### src/rtl/fetch_stage.sv
// fetch_stage: instruction-fetch stage of a 5-stage MIPS pipeline.
// Holds the PC, selects the next PC, drives the instruction-memory address
// and holds the IF/ID pipeline register. Hazard controls (pc_write,
// ifid_write, ifid_flush) stall, redirect and flush the stage.
// Optional performance counters are enabled with `define FETCH_PERF_CNT_EN.
module fetch_stage #(
   parameter logic [31:0] RESET_PC  = 32'h0000_0000,
   parameter logic [31:0] NOP_INSTR = 32'h0000_0000
) (
   input  logic        clk,
   input  logic        rst_n,
   input  logic        pc_write,
   input  logic        ifid_write,
   input  logic        ifid_flush,
   input  logic        branch_taken,
   input  logic [31:0] branch_target,
   input  logic        jump,
   input  logic [31:0] jump_target,
   input  logic [31:0] imem_rdata,
   output logic [31:0] imem_addr,
   output logic [31:0] ifid_pc4,
   output logic [31:0] ifid_instr,
   output logic        ifid_valid,
   output logic [31:0] perf_stall_cnt,
   output logic [31:0] perf_flush_cnt,
   output logic [31:0] perf_fetch_cnt
);

   typedef enum logic {
      BOOT = 1'b0,
      RUN  = 1'b1
   } state_e;

   state_e      state_q, state_d;
   logic [31:0] pc_q, pc_d;
   logic [31:0] ifid_pc4_q, ifid_pc4_d;
   logic [31:0] ifid_instr_q, ifid_instr_d;
   logic        ifid_valid_q, ifid_valid_d;

   logic [31:0] pc_plus4;
   logic [31:0] next_pc;
   logic        run;

   // Target low bits are forced to zero, so they are intentionally unused.
   logic unused_target_lsbs;
   assign unused_target_lsbs = ^{jump_target[1:0], branch_target[1:0]};

   assign run       = (state_q == RUN);
   assign pc_plus4  = pc_q + 32'd4;   // 32-bit modulo: 0xFFFF_FFFC wraps to 0
   assign imem_addr = pc_q;

   // Next-state and next-PC selection: jump beats branch beats sequential.
   always_comb begin
      // NOTE: every signal written here gets a default first, so no path can leave it unassigned and infer a latch.
      state_d = RUN;  // BOOT lasts exactly one cycle; only reset leaves RUN
      next_pc = pc_plus4;
      pc_d    = pc_q;
      if (jump) begin
         next_pc = {jump_target[31:2], 2'b00};
      end else if (branch_taken) begin
         next_pc = {branch_target[31:2], 2'b00};
      end
      // A redirect seen while pc_write=0 is dropped; upstream reasserts it.
      if (run && pc_write) begin
         pc_d = next_pc;
      end
   end

   // IF/ID register next value: flush beats write beats hold; frozen in BOOT.
   always_comb begin
      ifid_pc4_d   = ifid_pc4_q;
      ifid_instr_d = ifid_instr_q;
      ifid_valid_d = ifid_valid_q;
      if (run) begin
         if (ifid_flush) begin
            ifid_instr_d = NOP_INSTR;
            ifid_valid_d = 1'b0;
            ifid_pc4_d   = pc_plus4;
         end else if (ifid_write) begin
            ifid_instr_d = imem_rdata;
            ifid_valid_d = 1'b1;
            ifid_pc4_d   = pc_plus4;
         end
      end
   end

   // State, PC and IF/ID registers with synchronous active-low reset.
   always_ff @(posedge clk) begin
      // NOTE: non-blocking assignments so every flop samples the pre-edge values regardless of statement order.
      if (!rst_n) begin
         state_q      <= BOOT;
         pc_q         <= RESET_PC;
         ifid_pc4_q   <= 32'h0;
         ifid_instr_q <= NOP_INSTR;
         ifid_valid_q <= 1'b0;
      end else begin
         state_q      <= state_d;
         pc_q         <= pc_d;
         ifid_pc4_q   <= ifid_pc4_d;
         ifid_instr_q <= ifid_instr_d;
         ifid_valid_q <= ifid_valid_d;
      end
   end

   assign ifid_pc4   = ifid_pc4_q;
   assign ifid_instr = ifid_instr_q;
   assign ifid_valid = ifid_valid_q;

`ifdef FETCH_PERF_CNT_EN
   logic [31:0] stall_cnt_q, stall_cnt_d;
   logic [31:0] flush_cnt_q, flush_cnt_d;
   logic [31:0] fetch_cnt_q, fetch_cnt_d;

   // Saturating event counters, active in RUN only.
   always_comb begin
      stall_cnt_d = stall_cnt_q;
      flush_cnt_d = flush_cnt_q;
      fetch_cnt_d = fetch_cnt_q;
      if (run) begin
         if (!pc_write && (stall_cnt_q != 32'hFFFF_FFFF)) begin
            stall_cnt_d = stall_cnt_q + 32'd1;
         end
         if (ifid_flush && (flush_cnt_q != 32'hFFFF_FFFF)) begin
            flush_cnt_d = flush_cnt_q + 32'd1;
         end
         if (!ifid_flush && ifid_write && (fetch_cnt_q != 32'hFFFF_FFFF)) begin
            fetch_cnt_d = fetch_cnt_q + 32'd1;
         end
      end
   end

   // Counter registers, cleared by reset.
   always_ff @(posedge clk) begin
      if (!rst_n) begin
         stall_cnt_q <= 32'h0;
         flush_cnt_q <= 32'h0;
         fetch_cnt_q <= 32'h0;
      end else begin
         stall_cnt_q <= stall_cnt_d;
         flush_cnt_q <= flush_cnt_d;
         fetch_cnt_q <= fetch_cnt_d;
      end
   end

   assign perf_stall_cnt = stall_cnt_q;
   assign perf_flush_cnt = flush_cnt_q;
   assign perf_fetch_cnt = fetch_cnt_q;
`else
   assign perf_stall_cnt = 32'h0;
   assign perf_flush_cnt = 32'h0;
   assign perf_fetch_cnt = 32'h0;
`endif

endmodule

### config.mk
export PLATFORM = sky130hd
export DESIGN_NAME = fetch_stage
export DESIGN_NICKNAME = d
export VERILOG_FILES = /design/src/rtl/fetch_stage.sv
export SDC_FILE = /design/constraint.sdc
export NUM_CORES = 1
export LEC_CHECK = 0
export BUFFER_PORTS_ARGS = -buffer_cell sky130_fd_sc_hd__buf_2
export CORE_ASPECT_RATIO = 1.1
export CORE_MARGIN = 2
export CORE_UTILIZATION = 40
export CTS_CLUSTER_SIZE = 12
export DETAILED_ROUTE_END_ITERATION = 10
export GPL_ROUTABILITY_DRIVEN = 0
export PLACE_DENSITY = 0.83
export SETUP_SLACK_MARGIN = 0.1
export SLEW_MARGIN = 25
export SYNTH_ARGS = -nofsm -noshare
export SYNTH_HDL_FRONTEND = slang
export SYNTH_SLANG_ARGS = --single-unit
### constraint.sdc
create_clock -name clk -period 3.07 [get_ports clk]
set_clock_uncertainty 0.1 [all_clocks]
set_input_delay 0.921 -clock clk [delete_from_list [all_inputs] [get_ports clk]]
set_output_delay 0.921 -clock clk [all_outputs]
set_load 0.03 [all_outputs]
==> flow_summary.toml <==
[setup_path]
arrival_ns = 2.69
r2r_start = "imem_addr[6]"
path_class = "reg -> reg"
crit_path_end_kind = "register"
worst_setup_path_start_kind = "register"
rrSetupSlack_ns = 0.51
critPathMaxFanout = 17
reg2reg_depth = 4
required_ns = 3.20
r2r-end = "ifid_pc4[21]"

[clock_tree]
clockBufferDepth = 2
cts_buffers = 9
h-tree-depth = 3
clockRootBuffer = "clkbuf_16"
cts_setup_buffers = 0
cts_resized = 0
cts_hold_buf = 0
tritoncts = "yes"
clock-sinks = 94
insertion_delay_ns = 0.35
clkTransAtPathRegs_ns = 0.07

[die]
start_util_pct = 40.75
ios = 296
core.rowCount = 46
die_y_um = 130.7
die_width_um = 119.2
dieArea_sq_um = 15580
coreArea_sq_um = 14330

[grt]
grt_max_degree = 35
grt_usage_pct = 22.26
grt_pass1_wl_mm = 27.59
grt_pass1_vias = 5283
antenna_found_initial = 3
grt-ovfl-total = 0

[placed_design]
dpl.hpwl_mm = 13.37
placed_area_sq_um = 6608
portBuffers = 191

[cells_and_area]
antennaDiodeCount = 0
syn2layout_area_growth_pct = 18.83
final_cell_area_sq_um = 6939
fin_nets = 1018
layout-drive-gt1-share_pct = 26.99
final_util_pct = 48.42
n_fill_cell = 1392

[route]
drt_pre_antenna_iters = 8
vias = 6085
wl_per_cell_um = 16.50
vias_per_cell = 5.477
drc = 0
initialDrtViolationCount = 420
drt-total-wl_mm = 18.34
ant_nets = 0

[hold_path]
hold_class = "reg -> reg"
min_to = "ifid_instr[28]"
hold_start = "ifid_instr[28]"
whs_path_depth = 2

[sta]
finalSetupViolCount = 0
tns_ns = 0
fmax_mhz = 389.9
final.period_utilization_pct = 83.54
tightest_slew_ns = 0.6743
final_hold_viol_count = 0
rsz0062_at_grt = "false"
finalCriticalPeriod_ns = 2.565
slew_headroom_pct = 54.63
holdWs_ns = 0.3467
drv_slew = 0

[power_and_ir_drop]
power_mw = 3.393
p_per_area_nw_per_um2 = 489.0
cellLeakagePower_nw = 3.051
peakVddDrop_v = 0.0002713

[logic_synthesis]
synth.distinct_cells = 70
synth_seq_cells = 94
synthCells = 755
ys_warn_count = 0
synth_async_sr_flop_share_pct = 0
synth_edf_count = 0
yosys.area.top_type_share_pct = 32.23
synth.most_common_cell = "buf_4"
yosys_most_used_dff = "dfxtp_1"
synth_area_per_cell_sq_um = 7.734
syn-cell-area_sq_um = 5839
synth_common_cells = "buf_4, dfxtp_1, nand2_1"
yosysSeqAreaShare_pct = 32.23
synth.area.top_cells = "dfxtp_1, buf_4, a21oi_1"
yosys.area.top_type = "dfxtp_1"

[outcome]
status = "complete, no violations"

[run]
cap_violations = 0
-- how the worst max path moves through the flow --
| stage | startpoint | endpoint |
|---|---|---|
| after global placement | jump | imem_addr[29] |
| final | imem_addr[6] | ifid_pc4[21] |
| after detailed placement | branch_taken | imem_addr[23] |
| after CTS | imem_addr[3] | imem_addr[28] |
| after global routing | imem_addr[3] | imem_addr[28] |
| after floorplan | imem_addr[2] | imem_addr[28] |
-- worst max-delay path, cell delays in order (launching register included) --
cell	delay (ns)
dfxtp_1	0.60
nand4_2	0.24
or4_1	0.90
nor4_1	0.51
nor3_1	0.10
-- area by class of cell --
cell class / count / area [sq um] / area share (%)
Timing Repair Buffer: 217 / 1164 / 16.77
Clock buffer: 10 / 239.0 / 3.444
Sequential cell: 94 / 1882 / 27.12
Tap cell: 192 / 240.2 / 3.462
Clock inverter: 6 / 92.59 / 1.334
Multi-Input combinational cell: 580 / 3277 / 47.22
Inverter: 12 / 45.04 / 0.6491
-- sequential cells by signal, indices dropped and copies added, names as in the netlist --
signal	flops
ifid_pc4	30
run	1
imem_addr	30
ifid_valid	1
ifid_instr	32
-- routing by layer --
layer / track usage (%) / part of all wire, %
met5: 0 / 0.11
met4: 12.82 / 3.8
met3: 4.340 / 8.6
met2: 36.78 / 47
met1: 27.30 / 40
-- cell usage in the layout (no fill, tap or decap), drive strengths merged, types with 6 or more instances in the layout --
master  instances
nor2           34
a211oi         13
nand3          26
a21oi          69
o22ai           8
xnor2          10
nand4          16
conb          100
and4            6
dfxtp          94
nor3           20
buf           217
and3            6
clkbuf         10
nand3b         33
a31oi           6
nor4           18
nand2          71
o211ai          9
nor2b           8
inv            13
a22oi           6
o21ai          40
-- cells by family (layout without fill, tap and decap cells) --
family / count (synthesis) / after routing / synth area share [%]
DFF: 94 / 94 / 32.23
muxes: 5 / 5 / 0.8999
buffers and inverters: 180 / 245 / 18.34
and+or+nand+nor: 263 / 263 / 24.75
AOI/OAI and AO/OA: 196 / 196 / 21.26
xor gates and xnor gates: 15 / 15 / 2.250
other: 1 / 100 / 0.06422
adders and majority gates: 1 / 1 / 0.2142
-- through the flow --
| stage | instances | setup WS [ns] |
|---|---|---|
| floorplan | 854 | 0.6605 |
| global placement | 1095 | 0.5480 |
| detailed placement | 1095 | 0.5221 |
| CTS | 1111 | 0.5298 |
| global route | 1111 | 0.3727 |
| finish | 1111 | 0.5052 |
-- report_power, final --
part	total, mW	internal [mW]	switching, mW
clock network	1.26	0.741	0.523
registers	1.36	1.29	0.0749
logic	0.766	0.213	0.553
total	3.39	2.24	1.15
Power figures use the tool's default switching activity.
